===== config.mk =====
export PLATFORM = sky130hd
export DESIGN_NAME = bcd_display_engine_flat
export DESIGN_NICKNAME = d
export VERILOG_FILES = /design/src/rtl/bcd_display_engine_pkg.sv /design/src/rtl/bcd_display_engine_if.sv /design/src/rtl/bcd_display_engine_seg.sv /design/src/rtl/bcd_display_engine.sv /design/src/flat_wrapper.sv
export SDC_FILE = /design/constraint.sdc
export NUM_CORES = 1
export LEC_CHECK = 0
export CAP_MARGIN = 20
export CORE_ASPECT_RATIO = 1.75
export CORE_MARGIN = 4
export CORE_UTILIZATION = 40
export DETAILED_ROUTE_END_ITERATION = 6
export PLACE_DENSITY_LB_ADDON = 0.3
export SKIP_LAST_GASP = 1
export SLEW_MARGIN = 20
export SYNTH_ARGS = -nofsm -noshare
export SYNTH_HDL_FRONTEND = slang
export SYNTH_SLANG_ARGS = --single-unit

===== constraint.sdc =====
create_clock -name clk -period 3.34 [get_ports clk]
set_input_delay 0.334 -clock clk [delete_from_list [all_inputs] [get_ports clk]]
set_output_delay 0.334 -clock clk [all_outputs]
set_load 0.1 [all_outputs]

===== src/rtl/bcd_display_engine_pkg.sv =====
// Shared types and constants for the BCD display engine.
// State encoding, segment patterns and the double-dabble digit correction.
package display_pkg;

    typedef enum logic [1:0] {
        ST_IDLE   = 2'd0,
        ST_SHIFT  = 2'd1,
        ST_COMMIT = 2'd2
    } state_t;

    localparam logic [6:0] SEG_BLANK = 7'b1111111;
    localparam logic [6:0] SEG_MINUS = 7'b0111111;
    localparam logic [3:0] BCD_ADD3_THRESH = 4'd5;

    // Pre-shift correction so the digit carries into the next decade.
    function automatic logic [3:0] bcd_add3(input logic [3:0] d);
        return (d >= BCD_ADD3_THRESH) ? d + 4'd3 : d;
    endfunction

endpackage


===== src/rtl/bcd_display_engine_if.sv =====
// Conversion request/result bundle between a client and the engine.
// The client drives val/start; the engine returns status and display.
interface bcd_display_engine_if #(
    parameter int WIDTH  = 17,
    parameter int DIGITS = 6
);
    logic [WIDTH-1:0]    val;
    logic                start;
    logic                busy;
    logic                done;
    logic                overflow;
    logic [4*DIGITS-1:0] bcd;
    logic [7*DIGITS-1:0] seg7;

    modport master (
        output val, start,
        input  busy, done, overflow, bcd, seg7
    );

    modport slave (
        input  val, start,
        output busy, done, overflow, bcd, seg7
    );
endinterface


===== src/rtl/bcd_display_engine_seg.sv =====
// Active-low seven-segment decoder, bit 0 = segment a, bit 6 = g.
// Non-decimal codes show blank.
module seven_segment
    import display_pkg::*;
(
    input  logic [3:0] digit,
    output logic [6:0] seg
);

    // Decimal digit to segment pattern.
    always_comb begin
        seg = SEG_BLANK;
        unique case (1'b1)
            (digit == 4'd0): seg = 7'b1000000;
            (digit == 4'd1): seg = 7'b1111001;
            (digit == 4'd2): seg = 7'b0100100;
            (digit == 4'd3): seg = 7'b0110000;
            (digit == 4'd4): seg = 7'b0011001;
            (digit == 4'd5): seg = 7'b0010010;
            (digit == 4'd6): seg = 7'b0000010;
            (digit == 4'd7): seg = 7'b1111000;
            (digit == 4'd8): seg = 7'b0000000;
            (digit == 4'd9): seg = 7'b0010000;
            default:         seg = SEG_BLANK;
        endcase
    end

endmodule


===== src/rtl/bcd_display_engine.sv =====
// Sequential double-dabble converter driving DIGITS seven-segment displays.
// Results and display only change on commit; signed, blanking, overflow.
module bcd_display_engine
    import display_pkg::*;
#(
    parameter int WIDTH       = 17,
    parameter int DIGITS      = 6,
    parameter int SIGNED_MODE = 0,
    parameter int BLANK_LZ    = 1
) (
    input logic clk,
    input logic rst,
    bcd_display_engine_if.slave bus
);

    localparam int CW = $clog2(WIDTH + 1);
    localparam int BW = 4 * DIGITS;
    localparam int SW = 7 * DIGITS;

    state_t           state, state_n;
    logic [WIDTH-1:0] mag, mag_n;
    logic [BW-1:0]    work, work_n;
    logic [CW-1:0]    cnt, cnt_n;
    logic             ovf_acc, ovf_acc_n;
    logic             neg_w, neg_w_n;
    logic [BW-1:0]    bcd_q, bcd_n;
    logic             ovf_q, ovf_n;
    logic             neg_q, neg_n;
    logic             busy, done;

    logic [BW-1:0]    adj;
    logic [WIDTH-1:0] val_neg;
    logic             in_neg;
    logic [SW-1:0]    dec;
    logic [SW-1:0]    seg;
    int               hi;
    int               mpos;

    assign val_neg = ~bus.val + WIDTH'(1);
    assign in_neg  = (SIGNED_MODE != 0) && bus.val[WIDTH-1];

    // Per-digit +3 correction applied before each shift.
    always_comb begin
        adj = '0;
        for (int i = 0; i < DIGITS; i++) begin
            adj[4*i+:4] = bcd_add3(work[4*i+:4]);
        end
    end

    // State and datapath registers.
    always_ff @(posedge clk or negedge rst) begin
        if (!rst) begin
            state   <= ST_IDLE;
            mag     <= '0;
            work    <= '0;
            cnt     <= '0;
            ovf_acc <= 1'b0;
            neg_w   <= 1'b0;
            bcd_q   <= '0;
            ovf_q   <= 1'b0;
            neg_q   <= 1'b0;
        end else begin
            state   <= state_n;
            mag     <= mag_n;
            work    <= work_n;
            cnt     <= cnt_n;
            ovf_acc <= ovf_acc_n;
            neg_w   <= neg_w_n;
            bcd_q   <= bcd_n;
            ovf_q   <= ovf_n;
            neg_q   <= neg_n;
        end
    end

    // Next-state, shift datapath and handshake outputs.
    always_comb begin
        state_n   = state;
        mag_n     = mag;
        work_n    = work;
        cnt_n     = cnt;
        ovf_acc_n = ovf_acc;
        neg_w_n   = neg_w;
        bcd_n     = bcd_q;
        ovf_n     = ovf_q;
        neg_n     = neg_q;
        busy      = 1'b0;
        done      = 1'b0;
        unique case (state)
            ST_IDLE: begin
                if (bus.start) begin
                    mag_n     = in_neg ? val_neg : bus.val;
                    neg_w_n   = in_neg;
                    work_n    = '0;
                    ovf_acc_n = 1'b0;
                    cnt_n     = CW'(WIDTH);
                    state_n   = ST_SHIFT;
                end
            end
            ST_SHIFT: begin
                busy      = 1'b1;
                work_n    = {adj[BW-2:0], mag[WIDTH-1]};
                mag_n     = {mag[WIDTH-2:0], 1'b0};
                ovf_acc_n = ovf_acc | adj[BW-1];
                cnt_n     = cnt - CW'(1);
                if (cnt == CW'(1)) begin
                    state_n = ST_COMMIT;
                end
            end
            ST_COMMIT: begin
                busy    = 1'b1;
                done    = 1'b1;
                bcd_n   = work;
                ovf_n   = ovf_acc
                        | (neg_w & (work[BW-1:BW-4] != 4'd0));
                neg_n   = neg_w;
                state_n = ST_IDLE;
            end
            default: state_n = ST_IDLE;
        endcase
    end

    for (genvar g = 0; g < DIGITS; g++) begin : g_dig
        seven_segment u_seg (
            .digit (bcd_q[4*g+:4]),
            .seg   (dec[7*g+:7])
        );
    end

    // Overflow dashes, sign placement and leading-zero blanking.
    always_comb begin
        hi = 0;
        for (int i = 0; i < DIGITS; i++) begin
            if (bcd_q[4*i+:4] != 4'd0) begin
                hi = i;
            end
        end
        mpos = (BLANK_LZ != 0) ? hi + 1 : DIGITS - 1;
        seg  = dec;
        for (int i = 0; i < DIGITS; i++) begin
            if (ovf_q) begin
                seg[7*i+:7] = SEG_MINUS;
            end else if (neg_q && (i == mpos)) begin
                seg[7*i+:7] = SEG_MINUS;
            end else if ((BLANK_LZ != 0) && (i > hi)) begin
                seg[7*i+:7] = SEG_BLANK;
            end
        end
    end

    assign bus.busy     = busy;
    assign bus.done     = done;
    assign bus.overflow = ovf_q;
    assign bus.bcd      = bcd_q;
    assign bus.seg7     = seg;

endmodule


===== src/flat_wrapper.sv =====
// flat-port wrapper written by rule: the top's interface ports become plain ports
module bcd_display_engine_flat import display_pkg::*;
#(
    parameter int WIDTH       = 17,
    parameter int DIGITS      = 6,
    parameter int SIGNED_MODE = 0,
    parameter int BLANK_LZ    = 1
)
  (clk, rst, bus_val, bus_start, bus_busy, bus_done, bus_overflow, bus_bcd, bus_seg7);
  bcd_display_engine_if #(.WIDTH(WIDTH), .DIGITS(DIGITS)) bus_i ();
  input logic clk;
  input logic rst;
  input wire logic [$bits(bus_i.val)-1:0] bus_val;
  input wire logic [$bits(bus_i.start)-1:0] bus_start;
  output wire logic [$bits(bus_i.busy)-1:0] bus_busy;
  output wire logic [$bits(bus_i.done)-1:0] bus_done;
  output wire logic [$bits(bus_i.overflow)-1:0] bus_overflow;
  output wire logic [$bits(bus_i.bcd)-1:0] bus_bcd;
  output wire logic [$bits(bus_i.seg7)-1:0] bus_seg7;
  assign bus_i.val = bus_val;
  assign bus_i.start = bus_start;
  assign bus_busy = bus_i.busy;
  assign bus_done = bus_i.done;
  assign bus_overflow = bus_i.overflow;
  assign bus_bcd = bus_i.bcd;
  assign bus_seg7 = bus_i.seg7;
  bcd_display_engine #(.WIDTH(WIDTH), .DIGITS(DIGITS), .SIGNED_MODE(SIGNED_MODE), .BLANK_LZ(BLANK_LZ)) u_core (.clk(clk), .rst(rst), .bus(bus_i));
endmodule

======== Word level (Yosys, flattened, before mapping) ========
Cells that the tools add are included.
word-level totals
  register bits after elaboration ......... 74
  bits of input ports ..................... 20
  output and inout port bits .............. 69
  word-level logic and storage cells ...... 144
operators by class
  add/sub/neg operators ................... 7
  magnitude comparators ................... 12
  equal/unequal tests ..................... 59
  multiplexer cells ....................... 42
  bitwise gates (word level) .............. 1
  reduce and logical (&&, ||, !) cells .... 16
operators by type and width
  operator               number
  $pmux W7 S10           6
  $eq A4 B3 Y1 const B   24
  $mux W7                12
  $eq A4 B2 Y1 const B   12
  $eq A4 B4 Y1 const B   12
  $pmux W24 S2           1
  $pmux W17 S2           1
  $add A4 B2 Y4 const B  6
  $eq A4 B1 Y1 const B   6
  $ge A4 B3 Y1 const B   6
  $logic_not A4 Y1       6
  $mux W24               1
  $mux W4                6
  $reduce_bool A4 Y1     5
  $mux W17               1
  $pmux W5 S2            1
  $mux W2                4
  $gt A1 B3 Y1 const A   2
  $gt A2 B3 Y1 const A   2
  $gt A3 B3 Y1 const A   2
  $mux W3                2
  $eq A5 B1 Y1 const B   1
  $mux W5                1
  $sub A5 B1 Y5 const B  1
  other kinds (12)       16

======== Depth between registers and ports, before layout ========
  depth in word-level cells ............... 9
  depth in mapped cells ................... 7
  mapped depth without buffers ............ 6

======== Modules after synthesis ========
A second synthesis with hierarchy kept.
unflattened totals
  cells, all modules ...................... 513
  area, all modules ....................... 4929.7 µm²
by module, submodules not included
  module              times used  cells an instance  area each (µm²)  sequential area each (µm²)
  bcd_display_engine  1           357                3916.3           1851.8
  seven_segment       6           26                 168.9            0.0

======== Least setup slack after synthesis ========
OpenSTA, ideal clock, no wires.
  path kind ............................... reg-to-output
  from .................................... reg u_core.bcd_q[20], in the netlist u_core.bus.bcd[20]
  to ...................................... out bus_seg7[32]
  arrival time ............................ 3.620 ns
  data required time ...................... 3.006 ns
  setup slack ............................. -0.614 ns
  stages on the path, launching flop included .. 5
  path buffers ............................ 1
  cell sequence ........................... dfrtp_1 > buf_6 > nor4_4 > a21oi_1 > o21ai_0
between the ends
  cells in the longest elaborated chain, start to end .. 5
RTL lines
  item                      line                       RTL
  start: declaration        bcd_display_engine.sv:26   logic [BW-1:0] bcd_q, bcd_n;
  start signal: assignment  bcd_display_engine.sv:69   bcd_q <= bcd_n;
  $reduce_bool A4 Y1        bcd_display_engine.sv:133  if (bcd_q[4*i+:4] != 4'd0) begin
  $mux W3                   bcd_display_engine.sv:133
  $gt A3 B3 Y1              bcd_display_engine.sv:144  end else if ((BLANK_LZ != 0) && (i > hi)) begin
  $mux W7                   bcd_display_engine.sv:144
  $mux W7                   bcd_display_engine.sv:140  if (ovf_q) begin
  end: declaration          flat_wrapper.sv:19         output wire logic [$bits(bus_i.seg7)-1:0] bus_seg7;
Every way passes these cells.

======== Worst setup path in the final report ========
  from .................................... reg u_core.bcd_q[21], in the netlist u_core.bus.bcd[21]
  to ...................................... out bus_seg7[19]
between the ends
  cells in the longest elaborated chain, start to end .. 5
RTL lines
  item                line
  $reduce_bool A4 Y1  bcd_display_engine.sv:133
  $mux W3             bcd_display_engine.sv:133
  $gt A2 B3 Y1        bcd_display_engine.sv:144
  $mux W7             bcd_display_engine.sv:144
  $mux W7             bcd_display_engine.sv:140
Every way passes these cells.

==> results.yml <==
outcome:
  status: "finished, final reports clean"
synth:
  synth_edf_count: 0
  synth_xor_xnor_area_share_pct: 3.60
  synth_fa_ha_area_share_pct: 4.60
  synth_area_um2: 4620
  synthSimpleGateAreaFrac_pct: 14.8
  muxShareOfSynthArea_pct: 10.2
  syn_nets: 559
  synth_warnings: 0
  syn_inst: 522
  synthDistinctLibCells: 53
  synth_seq_cells: 74
  synth_compound_area_share_pct: 20.9
  synth.yosys.seq_area_share_pct: 40.0
  syn_area_per_cell_um2: 8.86
  synth_top_family_by_area: "compound AO/OA/AOI/OAI gates"
  synth-main-ff-cell: "dfrtp_1"
  async_reset_ff_share_pct: 100
global_route:
  grt_usage_pct: 16.1
  grt_pass1_wl_um: 17500
  antenna_found_initial: 0
  grt_max_degree: 75
  grt_pass1_vias: 3764
  overflow: 0
setup_path:
  worst-r2r-cell-count: 6
  worstSetupPathType: "reg2out"
  crit_path_end_kind: "output port"
  worst_path_largest_cell_delay_ps: 540
  path_cells: "nor4_4 > and4_4 > a21oi_1 > o2111ai_1 > buf_4"
  path_depth: 5
  crit_family: "simple AND/OR/NAND/NOR gates"
  r2r_slack_ps: 1320
  rr_startpoint: "u_core.state[0]"
  reg2reg_to: "u_core.work[3]"
  path_max_fanout: 13
  worstPathRequired_ps: 3010
  slowest_stage: "dfrtp_1"
  cp-start-kind: "flop"
  crit_buf_inv: 1
  critPathArrivalTime_ps: 2430
route:
  drc_errors: 0
  ant_nets: 0
  totalWireLength_um: 10400
  wl_per_cell_um: 14.5
  vias_per_cell: 5.45
  routed-via-count: 3927
  drtPass1Iterations: 4
  dr.first_iter.drc_count: 209
die:
  die_w_um: 89.3
  initial_core_util_pct: 41.2
  fp.dieH_um: 150
  num_rows: 51
  dieArea_um2: 13400
  core-area_um2: 11200
  io_pins: 89
timing:
  timing.hold.ws_ps: 119
  fin_crit_sh_pct: 82.8
  drv_slew: 0
  period_minus_slack_ps: 2770
  final-hold-violation-count: 0
  tns_ps: 0
  setup_viol: 0
  clock_skew_ps: 6.49
  fmax_mhz: 361
  grt_setup_unrepaired: "no"
  slew_headroom_pct: 34.0
  worst_pin_slew_ps: 987
layout:
  final_cell_mix: "74 x dfrtp_1, 60 x buf_4, 56 x o21ai_0, 52 x nand2_1, 39 x a21oi_1"
  synthToLayoutAreaGrowth_pct: 25.5
  final_util_pct: 51.7
  diodes: 0
  final_cell_area_um2: 5810
  nets: 620
  layout_commonest_cell: "dfrtp_1"
  drive_gt1_share_pct: 19.7
placed_design:
  dp_hpwl_um: 7390
  portBuffers: 88
  placed_cell_area_um2: 5440
  gp_congestion: 0.853
cts:
  cts_resized: 0
  insertion_delay_ps: 330
  cts_root_buf: "clkbuf_16"
  h-tree-depth: 3
  cts_made_buffers: 9
  cts_tree: "done"
  cts_max_path_buffers: 2
  hold_buffers: 0
  post_cts_buffers: 0
  clk_pin_slew_ps: 60
  cts_num_sinks: 74
run:
  cap_violations: 0
min_path:
  hold_path.class: "in2async"
[sequential cells by signal, summed over array words and instances (netlist names)]
register             count
u_core.state             2
u_core.ovf_acc           1
u_core.bus.overflow      1
u_core.work             24
u_core.cnt               5
u_core.mag              17
u_core.bus.bcd          24
[worst max path at each step]
stage	from	end	slack, ps
after floorplan	u_core.bus.bcd[9]	bus_seg7[20]	30
after detailed placement	u_core.bus.bcd[21]	bus_seg7[19]	940
after CTS	u_core.bus.bcd[21]	bus_seg7[19]	570
final	u_core.bus.bcd[21]	bus_seg7[19]	570
after global routing	u_core.bus.bcd[21]	bus_seg7[19]	450
after global placement	u_core.bus.bcd[21]	bus_seg7[11]	990
[final cells by class]
| class | instances | area [um2] |
|---|---|---|
| Fill cell | 1062 | 5430 |
| Tap cell | 132 | 165 |
| Clock buffer | 11 | 243 |
| Sequential cell | 74 | 1850 |
| Timing Repair Buffer | 93 | 781 |
| Clock inverter | 5 | 125 |
| Multi-Input combinational cell | 379 | 2540 |
| Inverter | 26 | 97.6 |
[per-stage QoR]
stage	cells	setup WS (ps)
floorplan	522	31.0
global placement	704	987
detailed placement	704	941
CTS	720	570
global route	720	445
finish	720	574
[logic make-up after synthesis]
logic type | Yosys count
compound gates | 159
simple gates | 140
flops | 74
buf+inv | 69
mux | 44
xor+xnor | 19
fa+ha+maj | 17
[per-layer routing]
metal  track usage, %  vias to the layer above  part of all wire, %
li1                 -                     1961                    -
met1             19.5                     1882                   43
met5                0                        -                    0
met2             28.2                       71                   52
met4             5.74                        0                  1.7
met3             2.74                       13                  4.0
[synth_stat cells (all sizes together), types with 12 or more instances]
| master | count | area, um2 |
|---|---|---|
| o21ai | 60 | 300 |
| a21oi | 42 | 210 |
| dfrtp | 74 | 1850 |
| nor2 | 31 | 116 |
| mux2i | 19 | 190 |
| o22ai | 12 | 75.1 |
| ha | 17 | 213 |
| inv | 26 | 97.6 |
| nand2 | 52 | 195 |
| mux2 | 25 | 282 |
| clkbuf | 37 | 139 |
| nand2b | 19 | 119 |
Power is not shown: default switching activity piles up to over one toggle a cycle in this logic, so the estimate is an artifact.
